--- src/rtl/seg7_scan_decoder_pkg.sv ---
// Segment pattern table shared by the 7-segment encoder and this scan decoder.
// Patterns are active-low: bit6=a ... bit0=g.
package seg7_scan_decoder_pkg;

  localparam int SEG_A_BIT = 6;
  localparam int SEG_B_BIT = 5;
  localparam int SEG_C_BIT = 4;
  localparam int SEG_D_BIT = 3;
  localparam int SEG_E_BIT = 2;
  localparam int SEG_F_BIT = 1;
  localparam int SEG_G_BIT = 0;

  localparam logic [6:0] SEG_0     = 7'b0000001;
  localparam logic [6:0] SEG_1     = 7'b1001111;
  localparam logic [6:0] SEG_2     = 7'b0010010;
  localparam logic [6:0] SEG_3     = 7'b0000110;
  localparam logic [6:0] SEG_4     = 7'b1001100;
  localparam logic [6:0] SEG_5     = 7'b0100100;
  localparam logic [6:0] SEG_6     = 7'b0100000;
  localparam logic [6:0] SEG_7     = 7'b0001111;
  localparam logic [6:0] SEG_8     = 7'b0000000;
  localparam logic [6:0] SEG_9     = 7'b0000100;
  localparam logic [6:0] SEG_BLANK = 7'b1111111;

  localparam logic [3:0] BCD_BLANK = 4'hF;

  typedef struct packed {
    logic [3:0] value;
    logic       err;
  } dec_t;

endpackage

--- src/rtl/seg7_scan_decoder_if.sv ---
// Strobed segment input and committed-digit readback of the scan decoder.
// master drives the scan side; slave is the decoder.
interface seg7_scan_decoder_if #(
  parameter int NUM_DIGITS = 4,
  parameter int IDX_W      = 2
);
  logic [6:0]              seg_in;
  logic [IDX_W-1:0]        dig_idx;
  logic                    seg_stb;
  logic [4*NUM_DIGITS-1:0] bcd_out;
  logic [NUM_DIGITS-1:0]   err_mask;
  logic                    frame_vld;

  modport master (
    output seg_in, dig_idx, seg_stb,
    input  bcd_out, err_mask, frame_vld
  );

  modport slave (
    input  seg_in, dig_idx, seg_stb,
    output bcd_out, err_mask, frame_vld
  );
endinterface

--- src/rtl/seg7_scan_decoder_to_bcd.sv ---
// Combinational active-low segment pattern -> {BCD value, illegal flag}.
// Blank decodes to BCD_BLANK without error; anything unlisted is BCD_BLANK with error.
module seg7_to_bcd
  import seg7_scan_decoder_pkg::*;
(
  input  logic [6:0] seg_i,
  output dec_t       dec_o
);
  always_comb begin
    dec_o = '{value: BCD_BLANK, err: 1'b1};
    case (seg_i)
      SEG_0:     dec_o = '{value: 4'd0, err: 1'b0};
      SEG_1:     dec_o = '{value: 4'd1, err: 1'b0};
      SEG_2:     dec_o = '{value: 4'd2, err: 1'b0};
      SEG_3:     dec_o = '{value: 4'd3, err: 1'b0};
      SEG_4:     dec_o = '{value: 4'd4, err: 1'b0};
      SEG_5:     dec_o = '{value: 4'd5, err: 1'b0};
      SEG_6:     dec_o = '{value: 4'd6, err: 1'b0};
      SEG_7:     dec_o = '{value: 4'd7, err: 1'b0};
      SEG_8:     dec_o = '{value: 4'd8, err: 1'b0};
      SEG_9:     dec_o = '{value: 4'd9, err: 1'b0};
      SEG_BLANK: dec_o = '{value: BCD_BLANK, err: 1'b0};
      default:   dec_o = '{value: BCD_BLANK, err: 1'b1};
    endcase
  end
endmodule

--- src/rtl/seg7_scan_decoder.sv ---
// Decodes time-multiplexed 7-segment strobes to BCD with a per-digit stability filter.
// Strobe to bcd_out/frame_vld is two clocks; accepts one strobe per clock, no backpressure.
module seg7_scan_decoder
  import seg7_scan_decoder_pkg::*;
#(
  parameter int NUM_DIGITS = 4,
  parameter int IDX_W      = 2,
  parameter int STABLE_CNT = 3
) (
  input  logic                clk,
  input  logic                resett,
  seg7_scan_decoder_if.slave  bus
);
  localparam logic [3:0]       CNT_MAX  = 4'(STABLE_CNT);
  localparam logic [IDX_W-1:0] LAST_IDX = IDX_W'(NUM_DIGITS - 1);

  dec_t             dec;
  logic             in_range;

  logic             s1_vld_q, s1_vld_d;
  logic [IDX_W-1:0] s1_idx_q, s1_idx_d;
  dec_t             s1_dec_q, s1_dec_d;

  dec_t             cand_q [NUM_DIGITS];
  dec_t             cand_d [NUM_DIGITS];
  logic [3:0]       cnt_q  [NUM_DIGITS];
  logic [3:0]       cnt_d  [NUM_DIGITS];
  dec_t             out_q  [NUM_DIGITS];
  dec_t             out_d  [NUM_DIGITS];
  logic             dirty_q, dirty_d;
  logic             frame_q, frame_d;

  logic [3:0]       cnt_nx;
  logic             changed;

  logic [4*NUM_DIGITS-1:0] bcd_pk;
  logic [NUM_DIGITS-1:0]   err_pk;

  seg7_to_bcd u_to_bcd (
    .seg_i (bus.seg_in),
    .dec_o (dec)
  );

  assign in_range = 32'(bus.dig_idx) < NUM_DIGITS;

  always_comb begin
    s1_vld_d = bus.seg_stb & in_range;
    s1_idx_d = s1_idx_q;
    s1_dec_d = s1_dec_q;
    if (s1_vld_d) begin
      s1_idx_d = bus.dig_idx;
      s1_dec_d = dec;
    end
  end

  // Count is the length of the current run of identical decodes, capped at CNT_MAX.
  always_comb begin
    cand_d  = cand_q;
    cnt_d   = cnt_q;
    out_d   = out_q;
    dirty_d = dirty_q;
    frame_d = 1'b0;
    cnt_nx  = '0;
    changed = 1'b0;
    if (s1_vld_q) begin
      if (s1_dec_q == cand_q[s1_idx_q]) begin
        cnt_nx = (cnt_q[s1_idx_q] == CNT_MAX) ? CNT_MAX : cnt_q[s1_idx_q] + 4'd1;
      end else begin
        cand_d[s1_idx_q] = s1_dec_q;
        cnt_nx           = 4'd1;
      end
      cnt_d[s1_idx_q] = cnt_nx;
      if (cnt_nx == CNT_MAX) begin
        out_d[s1_idx_q] = s1_dec_q;
        changed         = (s1_dec_q != out_q[s1_idx_q]);
      end
      if (s1_idx_q == LAST_IDX) begin
        frame_d = dirty_q | changed;
        dirty_d = 1'b0;
      end else begin
        dirty_d = dirty_q | changed;
      end
    end
  end

  always_ff @(posedge clk) begin
    if (resett) begin
      s1_vld_q <= 1'b0;
      s1_idx_q <= '0;
      s1_dec_q <= '0;
      dirty_q  <= 1'b0;
      frame_q  <= 1'b0;
      for (int i = 0; i < NUM_DIGITS; i++) begin
        cand_q[i] <= '0;
        cnt_q[i]  <= '0;
        out_q[i]  <= '0;
      end
    end else begin
      s1_vld_q <= s1_vld_d;
      s1_idx_q <= s1_idx_d;
      s1_dec_q <= s1_dec_d;
      dirty_q  <= dirty_d;
      frame_q  <= frame_d;
      cand_q   <= cand_d;
      cnt_q    <= cnt_d;
      out_q    <= out_d;
    end
  end

  always_comb begin
    bcd_pk = '0;
    err_pk = '0;
    for (int i = 0; i < NUM_DIGITS; i++) begin
      bcd_pk[4*i +: 4] = out_q[i].value;
      err_pk[i]        = out_q[i].err;
    end
  end

  assign bus.bcd_out   = bcd_pk;
  assign bus.err_mask  = err_pk;
  assign bus.frame_vld = frame_q;

endmodule
--- src/flat_wrapper.sv ---
// flat-port wrapper written by rule: the top's interface ports become plain ports
module seg7_scan_decoder_flat import seg7_scan_decoder_pkg::*;
#(
  parameter int NUM_DIGITS = 4,
  parameter int IDX_W      = 2,
  parameter int STABLE_CNT = 3
)
  (clk, resett, bus_seg_in, bus_dig_idx, bus_seg_stb, bus_bcd_out, bus_err_mask, bus_frame_vld);
  seg7_scan_decoder_if #(.NUM_DIGITS(NUM_DIGITS), .IDX_W(IDX_W)) bus_i ();
  input  logic clk;
  input  logic resett;
  input wire logic [$bits(bus_i.seg_in)-1:0] bus_seg_in;
  input wire logic [$bits(bus_i.dig_idx)-1:0] bus_dig_idx;
  input wire logic [$bits(bus_i.seg_stb)-1:0] bus_seg_stb;
  output wire logic [$bits(bus_i.bcd_out)-1:0] bus_bcd_out;
  output wire logic [$bits(bus_i.err_mask)-1:0] bus_err_mask;
  output wire logic [$bits(bus_i.frame_vld)-1:0] bus_frame_vld;
  assign bus_i.seg_in = bus_seg_in;
  assign bus_i.dig_idx = bus_dig_idx;
  assign bus_i.seg_stb = bus_seg_stb;
  assign bus_bcd_out = bus_i.bcd_out;
  assign bus_err_mask = bus_i.err_mask;
  assign bus_frame_vld = bus_i.frame_vld;
  seg7_scan_decoder #(.NUM_DIGITS(NUM_DIGITS), .IDX_W(IDX_W), .STABLE_CNT(STABLE_CNT)) u_core (.clk(clk), .resett(resett), .bus(bus_i));
endmodule
--- config.mk ---
export PLATFORM = sky130hd
export DESIGN_NAME = seg7_scan_decoder_flat
export DESIGN_NICKNAME = d
export VERILOG_FILES = /design/src/rtl/seg7_scan_decoder_pkg.sv /design/src/rtl/seg7_scan_decoder_if.sv /design/src/rtl/seg7_scan_decoder_to_bcd.sv /design/src/rtl/seg7_scan_decoder.sv /design/src/flat_wrapper.sv
export SDC_FILE = /design/constraint.sdc
export NUM_CORES = 1
export LEC_CHECK = 0
export BUFFER_PORTS_ARGS = -buffer_cell sky130_fd_sc_hd__clkbuf_2
export CELL_PAD_IN_SITES_DETAIL_PLACEMENT = 0
export CELL_PAD_IN_SITES_GLOBAL_PLACEMENT = 1
export CORE_MARGIN = 3
export CORE_UTILIZATION = 45
export CTS_BUF_LIST = sky130_fd_sc_hd__clkbuf_8 sky130_fd_sc_hd__clkbuf_16
export DETAILED_ROUTE_END_ITERATION = 6
export PLACE_DENSITY_LB_ADDON = 0.25
export SYNTH_ARGS = -nofsm -noshare
export SYNTH_HDL_FRONTEND = slang
export SYNTH_SLANG_ARGS = --single-unit
--- constraint.sdc ---
create_clock -name clk -period 8.3 [get_ports clk]
set_clock_uncertainty 0.2 [all_clocks]
set_input_delay 2.075 -clock clk [delete_from_list [all_inputs] [get_ports clk]]
set_output_delay 2.075 -clock clk [all_outputs]
set_load 0.01 [all_outputs]
==> metrics <==
Rows=31; vias per cell=5.40; min cycle time layout=3.38 ns; initial antenna violation count=0; Post-CTS Hold Buffers=0; crit path DAT=3.37 ns; pre-CTS setup slack=4.57 ns; final setup TNS=0 ns; worst-path fanout max=10; Synth Instances=365; Synth-to-Final Area Change=12.6%; pin slew with the least headroom to its limit=0.736 ns; DR iter-0 viols=76; area of the multi-input gates=0.00203 sq mm; DR pass1 iterations=4; TritonCTS clock tree=built; cell taking the most area after synthesis=dfxtp_1; total core area=0.00737 sq mm; reg2reg start=u_core.s1_idx_q[1]; Die Wd=94.0 microns; placed cell areas=0.00367 sq mm; min-delay src=u_core.cnt_q[14]; Synth Flop Type=dfxtp_1; antenna diode count=0; Synthesis Warnings=0; Synth top cells by count=66 x dfxtp_1, 58 x mux2i_1, 35 x nand2b_1; pwr/cell area=188 mW/mm^2; post-route cell area=0.00393 sq mm; GRT Resource Usage Total=0.184; Skew-Pair Late Insertion Delay=0.34 ns; clk buf depth=2; GP Congestion=0.760; cell with the most instances after synthesis=dfxtp_1; Synth cell types=51; DRT antenna net count=0; Compound-Gate Fraction of Synth Area=0.0822; startpoint types=input pin; clk root buf=clkbuf_8; Max Used Layer=met4; met3 wire len=233 microns; hold slack=0.253 ns; initial core utilization=0.473; Post-CTS Setup Bufs=0; fmax=296 MHz; crit path cell chain=clkbuf_2, and4b_1, a21oi_1, or4_1, nand3_1, and3b_1, a211oi_1; Overflow after GRT=0; Tightest Hold Check Type=reg2reg; Worst-path clk slew=0.07 ns; final WL=7.70 mm; total number of vias=2639; CTS buffer count=9; Mapped Area=0.00349 sq mm; worst setup margin=4.92 ns; metal2 WL=3.67 mm; Power Total=736 uW; DP HPWL=5.15 mm; Max Transition Viols Final=0; number of synthesized register bits=66; RSZ-0062 raised after global routing=false; Worst path slowest cell=or4_1; register area=0.00132 sq mm; share of cells above drive strength 1=0.177; wire per inst=15.7 microns; syn nets=378; register area share after synthesis=0.379; status=finished, final reports clean; kind of critical path=in2reg; top area cells in the synthesized netlist=dfxtp_1 38%, mux2i_1 17%, nand2b_1 6.3%; post-synthesis mux area share=0.197; syn avg cell area=9.55 sq um; post-synthesis simple-gate area fraction=0.240; main combinational cell family by area after synthesis=simple AND/OR/NAND/NOR gates; H-tree depth=3; worst-case reg-to-reg path depth=9; CP Capture Type=register; DRT met1 WL=3.71 mm; CTS resizes=0; period utilization=0.407; asr flop ratio synth=0; Worst slew margin=0.509; vias in the first global route=2506; Synth top area share=0.379; DRC violations left=0; worst reg2reg setup slack=4.94 ns; Adder-Cell Fraction of Synth Area=0.00646; Buf/Inv on CP=1; boundary pin count=33; worst IR drop on VDD=0.000129 V; number of port buffers=32; Worst path top cell family by delay=simple AND/OR/NAND/NOR gates; final setup fails=0; Final nets=398; XOR/XNOR share of the synthesized area=0.0578; die area=0.00884 sq mm; CTS sink count=66; Critical Path RT=8.30 ns; r2r endpoint=u_core.bus.err_mask[3]; endpoints failing hold=0; Post-synth EDFFs=0; Die Y=94.0 microns; first-pass GRT wire length=12.6 mm; Filler Cell Count=696; CP max stage delay=0.44 ns; hold path endpoint=u_core.cnt_q[14]; max cap viols=0; Pleak=0.00154 uW; worst hold path cell count=2; largest net degree at the start of global routing=75
-- registers in the layout (all words and copies together), names as in the netlist --
| signal | flops |
|---|---|
| u_core.dirty_q | 1 |
| u_core.s1_dec_q | 5 |
| u_core.bus.frame_vld | 1 |
| u_core.s1_idx_q | 2 |
| u_core.bus.err_mask | 4 |
| u_core.cnt_q | 16 |
| u_core.s1_vld_q | 1 |
| u_core.cand_q | 20 |
| u_core.bus.bcd_out | 16 |
-- placed cells by master, fill, tap and decap left out, types with 2 or more instances in the layout --
master	Yosys	layout
nor3_1	6	6
or3_1	2	2
mux4_2	3	3
a211oi_1	8	8
nand4_4	4	4
o21ai_0	7	7
nor2b_1	2	2
and3b_1	2	2
or4_1	3	3
inv_1	3	3
dfxtp_1	66	66
xnor2_1	12	12
nand2b_1	35	35
a21oi_1	13	13
buf_4	1	3
nor2_1	24	24
mux2i_1	58	58
clkbuf_8	0	11
nand3b_1	11	11
o31ai_1	3	3
nor4_1	2	2
nand4_1	4	4
bufinv_16	0	3
clkbuf_2	0	32
nand3_1	15	15
xor2_1	11	11
nand2_1	20	20
clkinv_2	0	2
o21ai_1	3	3
-- worst max path at each step --
stage	to	from	depth (start not counted)	slack, ns
2_1_floorplan	u_core.s1_dec_q[3]	bus_seg_in[5]	7	4.65
6_report	u_core.s1_dec_q[3]	bus_seg_in[5]	7	4.92
5_1_grt	u_core.bus.bcd_out[4]	u_core.s1_idx_q[1]	9	4.75
3_3_place_gp	u_core.s1_dec_q[3]	bus_seg_in[5]	7	4.58
4_1_cts	u_core.s1_dec_q[3]	bus_seg_in[5]	7	4.93
3_5_place_dp	u_core.s1_dec_q[3]	bus_seg_in[5]	7	4.57
-- final cells by class --
class                           instances  area share
Timing Repair Buffer                   35      0.0465
Sequential cell                        66       0.337
Clock buffer                           11      0.0386
Inverter                                3     0.00287
Tap cell                               99      0.0316
Clock inverter                          5      0.0255
Multi-Input combinational cell        270       0.518
-- worst register-to-register path: cells and delay by family, from the launching register on --
family / cells / cell delay [ns]
and+or+nand+nor: 2 / 0.61
adders and majority gates: 1 / 0.20
AOI/OAI and AO/OA: 2 / 0.79
buffers and inverters: 2 / 0.53
muxes: 2 / 0.59
DFF: 1 / 0.31
-- logic make-up after synthesis --
| logic type | after synthesis |
|---|---|
| multiplexers | 64 |
| XOR/XNOR | 23 |
| adder cells (fa/ha/maj) | 2 |
| buffers and inverters | 29 |
| flip-flops | 66 |
| AND/OR/NAND/NOR | 140 |
| AO/OA/AOI/OAI | 41 |
-- stage by stage --
step / util / std cells
floorplan: - / 365
global placement: 0.498 / 473
detailed placement: 0.498 / 473
CTS: 0.533 / 489
global route: 0.533 / 489
finish: 0.533 / 489
-- routing by layer --
| metal | global-route usage | up-vias |
|---|---|---|
| li1 | - | 1334 |
| met1 | 0.240 | 1266 |
| met2 | 0.302 | 33 |
| met3 | 0.0505 | 6 |
| met4 | 0.0469 | 0 |
| met5 | 0 | - |
-- power by group --
group          internal, uW  switching [uW]  total [uW]
combinational          27.1            43.5        70.6
sequential              322            7.99         330
clock                   215             121         336
(Power assumes the default switching activity.)
